## config.mk

```make
export PLATFORM = sky130hd
export DESIGN_NAME = dac_update_scheduler
export DESIGN_NICKNAME = d
export VERILOG_FILES = /design/src/rtl/dac_update_scheduler.sv
export SDC_FILE = /design/constraint.sdc
export NUM_CORES = 1
export LEC_CHECK = 0
export BUFFER_PORTS_ARGS = -buffer_cell sky130_fd_sc_hd__buf_2
export CAP_MARGIN = 20
export CELL_PAD_IN_SITES_DETAIL_PLACEMENT = 0
export CELL_PAD_IN_SITES_GLOBAL_PLACEMENT = 1
export CORE_MARGIN = 3
export CORE_UTILIZATION = 30
export CTS_CLUSTER_SIZE = 16
export DETAILED_ROUTE_END_ITERATION = 12
export GPL_TIMING_DRIVEN = 1
export PLACE_DENSITY = 0.6
export REMOVE_ABC_BUFFERS = 1
export SYNTH_ARGS = -nofsm -noshare
export SYNTH_HDL_FRONTEND = slang
export SYNTH_SLANG_ARGS = --single-unit
export TNS_END_PERCENT = 1
```

## constraint.sdc

```tcl
create_clock -name dataclk_i -period 3.3 [get_ports dataclk_i]
set_input_delay 0.165 -clock dataclk_i [delete_from_list [all_inputs] [get_ports dataclk_i]]
set_output_delay 0.165 -clock dataclk_i [all_outputs]
set_load 0.02 [all_outputs]
```

## src/rtl/dac_update_scheduler.sv

```systemverilog
// Shares one DAC serializer across NUM_CH channels: latches the latest word per channel and, on
// each frame tick, dispatches every pending enabled channel once in round-robin order.
module dac_update_scheduler #(
  parameter int unsigned NUM_CH  = 8,
  parameter int unsigned DATA_W  = 16,
  parameter int unsigned TIMEOUT = 64
) (
  input  logic                       dataclk_i,
  input  logic                       reset_ni,
  input  logic                       frame_start_i,
  input  logic [NUM_CH-1:0]          ch_en_i,
  input  logic [NUM_CH-1:0]          upd_req_i,
  input  logic [NUM_CH*DATA_W-1:0]   upd_data_i,
  input  logic                       ser_busy_i,
  input  logic                       ser_done_i,
  input  logic                       err_clr_i,
  output logic                       ser_start_o,
  output logic [$clog2(NUM_CH)-1:0]  ser_ch_o,
  output logic [DATA_W-1:0]          ser_data_o,
  output logic [NUM_CH-1:0]          pending_o,
  output logic                       frame_active_o,
  output logic                       overrun_o,
  output logic                       timeout_err_o
);

  localparam int unsigned ChW  = $clog2(NUM_CH);
  localparam int unsigned CntW = (TIMEOUT > 2) ? $clog2(TIMEOUT) : 1;
  // Last WAIT cycle before abandoning: the flag then shows TIMEOUT cycles after ser_start.
  localparam logic [CntW-1:0] CntLast = CntW'(TIMEOUT - 2);

  typedef enum logic [1:0] {StIdle, StScan, StIssue, StWait} state_e;

  state_e              state_q;
  logic [DATA_W-1:0]   shadow_q [NUM_CH];
  logic [NUM_CH-1:0]   pending_q, pending_d;
  logic [NUM_CH-1:0]   snap_q;
  logic [ChW-1:0]      last_q, sel_q;
  logic [CntW-1:0]     cnt_q;
  logic                frame_active_q, overrun_q, timeout_err_q;

  logic [NUM_CH-1:0]   snap_live;
  logic [NUM_CH-1:0]   sel_oh;
  logic                found;
  logic [ChW-1:0]      pick;
  logic                issue_fire;

  // Rotating priority search starting just after the last served channel.
  always_comb begin
    snap_live = snap_q & ch_en_i;
    found     = 1'b0;
    pick      = '0;
    for (int unsigned k = 1; k <= NUM_CH; k++) begin
      if (!found && snap_live[last_q + ChW'(k)]) begin
        found = 1'b1;
        pick  = last_q + ChW'(k);
      end
    end
  end

  assign sel_oh = NUM_CH'(1) << sel_q;

  // A channel disabled while waiting in ISSUE is dropped rather than sent.
  assign issue_fire = (state_q == StIssue) && !ser_busy_i && ch_en_i[sel_q];

  always_comb begin
    pending_d = pending_q;
    if (issue_fire) pending_d = pending_d & ~sel_oh;
    pending_d = (pending_d | upd_req_i) & ch_en_i;
  end

  always_ff @(posedge dataclk_i or negedge reset_ni) begin
    if (!reset_ni) begin
      state_q        <= StIdle;
      pending_q      <= '0;
      snap_q         <= '0;
      last_q         <= ChW'(NUM_CH - 1);
      sel_q          <= '0;
      cnt_q          <= '0;
      frame_active_q <= 1'b0;
      overrun_q      <= 1'b0;
      timeout_err_q  <= 1'b0;
      for (int unsigned i = 0; i < NUM_CH; i++) shadow_q[i] <= '0;
    end else begin
      pending_q <= pending_d;
      for (int unsigned i = 0; i < NUM_CH; i++) begin
        if (upd_req_i[i] && ch_en_i[i]) shadow_q[i] <= upd_data_i[i*DATA_W +: DATA_W];
      end
      overrun_q     <= (frame_start_i && frame_active_q) || (overrun_q && !err_clr_i);
      timeout_err_q <= timeout_err_q && !err_clr_i;
      snap_q        <= snap_q & ch_en_i;

      unique case (state_q)
        StIdle: begin
          if (frame_start_i) begin
            snap_q         <= pending_q & ch_en_i;
            frame_active_q <= 1'b1;
            state_q        <= StScan;
          end
        end
        StScan: begin
          if (found) begin
            sel_q   <= pick;
            state_q <= StIssue;
          end else begin
            frame_active_q <= 1'b0;
            state_q        <= StIdle;
          end
        end
        StIssue: begin
          if (!ch_en_i[sel_q]) begin
            state_q <= StScan;
          end else if (!ser_busy_i) begin
            snap_q  <= snap_q & ch_en_i & ~sel_oh;
            last_q  <= sel_q;
            cnt_q   <= '0;
            state_q <= StWait;
          end
        end
        StWait: begin
          if (ser_done_i) begin
            state_q <= StScan;
          end else if (cnt_q == CntLast) begin
            timeout_err_q <= 1'b1;
            state_q       <= StScan;
          end else begin
            cnt_q <= cnt_q + 1'b1;
          end
        end
        default: state_q <= StIdle;
      endcase
    end
  end

  assign ser_start_o    = issue_fire;
  assign ser_ch_o       = issue_fire ? sel_q : '0;
  assign ser_data_o     = issue_fire ? shadow_q[sel_q] : '0;
  assign pending_o      = pending_q;
  assign frame_active_o = frame_active_q;
  assign overrun_o      = overrun_q;
  assign timeout_err_o  = timeout_err_q;

endmodule

```

==> run metrics <==
share of cells above drive strength 1 40.9%; Peak Freq 0.327 GHz; asr flop ratio synth 100%; Die Span X 173 µm; first-pass GRT wire length 42600 µm; Mapped Area 0.00841 mm²; RSZ-0062 raised after global routing no; Ys Warns 0; largest net degree at the start of global routing 67; Post-DRT Antenna Nets 0; IO Pins 181; synth-to-layout area growth 39.6%; post-synth cell types 54; status finished clean; Relative slew margins 32.6%; Place WS 264 ps; Worst Setup SP last_q[0]; via count 6753; CTS tree done; Hold Crit Class in -> reg; overall power 7.43 mW; min-delay src upd_req_i[1]; Global Route Usage Sum 18.2%; r2r setup slk 240 ps; critical setup path kind reg -> reg; Critical Path Start Type register; max cap viols 0; critical path arrival 3350 ps; VDD IR max 0.346 mV; Setup Viol. Count Final 0; Mapped Cells 678; Tcrit/Tclk final 92.6%; vias per std cell 4.90; FILL cells 2554; Residual DRC 0; Reg2Reg Launch Point last_q[0]; Reg clk slew, reported paths 70 ps; # rows 60; PostCTS Resize Cnt 0; initial antenna violation count 1; H-Tree Depth 4; Initial Utilization 30.9%; Setup Fix Bufs, Post-CTS 0; Leak Pwr 5.13 nW; Final Hold Vio Count 0; vias in the first global route 7451; top post-synthesis cells by area dfrtp_1, mux2_2, mux4_2; worst slew pin tran 1010 ps; register bit total from synthesis 161; clk_lat worst skew 430 ps; PwrDens 633 mW/mm²; Inserted Clock Buffers 17; CP required 3600 ps; initial drt markers 287; Synth top area share 47.0%; Sink Count 161; CTS root buf clkbuf_16; WL/cell 19.5 µm; reg-to-reg endpoint state_q[1]; Hold Crit Depth 3; Hold EP pending_o[1]; Synth Flop Type dfrtp_1; Avg Synthesized Cell Area 12.4 µm²; Slew Viols, Final 0; FF/Latch Area 0.00404 mm²; Seq/Total Area, Yosys 48.0%; Crit. End Element register; gp weighted congestion 0.905; Die Y 173 µm; Yosys top cell by area dfrtp_1; post-layout min period 3060 ps; post-detail-place hpwl 18800 µm; FF-to-FF path depth 8; Final nets 1151; Routed WL 26900 µm; grt ovf 0; PnR worst setup slack 244 ps; Core Area 0.0273 mm²; number of flops mapped to enable cells by yosys 0; Clock Path Buffers 2; Port-buffer cells 180; footprint of the multi-input gates 0.00416 mm²; die area 0.0301 mm²; CP max FO 5; DR pass1 iterations 4; clock skew 10.1 ps
==> stage by stage <==
| step | cells | utilization, % | hold slack [ps] | TNS, ps | cell area, µm² |
|---|---|---|---|---|---|
| 4_1_cts | 1378 | 43.1 | 0.436 | 0 | 11700 |
| 6_report | 1379 | 43.1 | 23.4 | 0 | 11700 |
| 2_1_floorplan | 641 | - | -131 | -1760 | 8250 |
| 5_1_grt | 1379 | 43.1 | 27.6 | 0 | 11700 |
| 3_3_place_gp | 1209 | 35.8 | 214 | 0 | 9760 |
| 3_5_place_dp | 1209 | 35.8 | 212 | 0 | 9760 |
==> final cells by class <==
class | instances | area share, %
multi-input cells | 464 | 35.4
flip-flops and latches | 161 | 34.4
repair buffers | 333 | 20.5
well taps | 372 | 3.97
clock buffers | 18 | 3.74
clock inverters | 14 | 1.40
inverters | 16 | 0.512
diodes | 1 | 0.0213
==> how the worst max path moves through the flow <==
stage / slack (ps) / depth (start not counted) / to
after global placement: 280 / 8 / state_q[1]
final: 240 / 8 / state_q[1]
after floorplan: -210 / 6 / snap_q[7]
after CTS: 240 / 8 / state_q[1]
after global routing: 80 / 8 / state_q[1]
after detailed placement: 260 / 8 / state_q[1]
==> per-layer routing <==
metal | global-route usage [%] | wire length, µm | up-vias
met5 | 0 | 0 | -
li1 | - | - | 3140
met2 | 30.6 | 13000 | 187
met4 | 4.83 | 529 | 0
met3 | 4.86 | 1500 | 31
met1 | 23.3 | 11800 | 3395
==> cell usage in the layout, fill, tap and decap left out, drive strengths merged, types with 3 or more instances in the layout <==
| cell | n |
|---|---|
| nand2b | 6 |
| nor3 | 3 |
| clkbuf | 18 |
| dlygate4sd3 | 137 |
| mux4 | 45 |
| o22ai | 4 |
| buf | 196 |
| mux2 | 129 |
| clkinv | 5 |
| o21ai | 20 |
| dfstp | 3 |
| nand3 | 19 |
| inv | 24 |
| ha | 8 |
| o211ai | 3 |
| a21oi | 31 |
| nor2b | 16 |
| nand2 | 67 |
| a21o | 4 |
| nor2 | 24 |
| nand4 | 9 |
| mux2i | 14 |
| dfrtp | 158 |
| o21a | 5 |
| a31oi | 13 |
| nand3b | 9 |
| and2 | 4 |
==> registers in the layout, summed over array words and instances (netlist names) <==
register	cells
pending_o	8
timeout_err_o	1
frame_active_o	1
sel_q	3
overrun_o	1
state_q	2
snap_q	8
last_q	3
cnt_q	6
shadow_q	128
==> where the power goes <==
part	total (mW)	leakage [nW]	switching [mW]	internal, mW
Combinational	2.87	2.92	1.51	1.36
Sequential	2.53	1.92	0.214	2.32
Clock	2.03	0.293	0.988	1.05
Total	7.43	5.13	2.71	4.72
==> cell usage after synthesis, types with 3 or more instances <==
library cell and count:
nor3_1 3, dfstp_2 3, o22ai_1 4, buf_1 8
nor2b_1 16, nand2b_1 6, o21ai_0 18, clkbuf_1 25
inv_1 15, mux2_2 129, and2_1 4, mux2i_1 14
ha_1 8, a31oi_1 13, nand3b_1 8, nand2_1 67
nand4_1 9, nor2_1 24, nand3_1 19, o211ai_1 3
a21o_1 4, o21a_1 5, a21oi_1 31, mux4_2 45
dfrtp_1 158
==> cell families (layout without fill, tap and decap cells) <==
kind of cell    after synthesis  count (layout)  share of synthesized area [%]
buf+inv                      53             381                           2.56
other cells                   0               1                              0
flops                       161             161                           48.0
mux                         188             188                           31.0
compound gates               96              96                           6.96
fa+ha+maj                     8               8                           1.19
xor+xnor                      3               3                          0.313
simple gates                169             169                           10.0
==> critical path: stages, from the launching register on <==
cell	delay (ps)
dfstp_2	540
inv_1	100
ha_1	260
xor2_1	290
mux4_2	570
or3_4	410
o41a_1	510
a21oi_1	180
o22ai_1	80
==> repair_timing <==
item                                    CTS  global route
endpoints found under the setup margin    0             0
hold buffers                            137             0
endpoints found under the hold margin   198             0
Power figures use the tool's default switching activity.
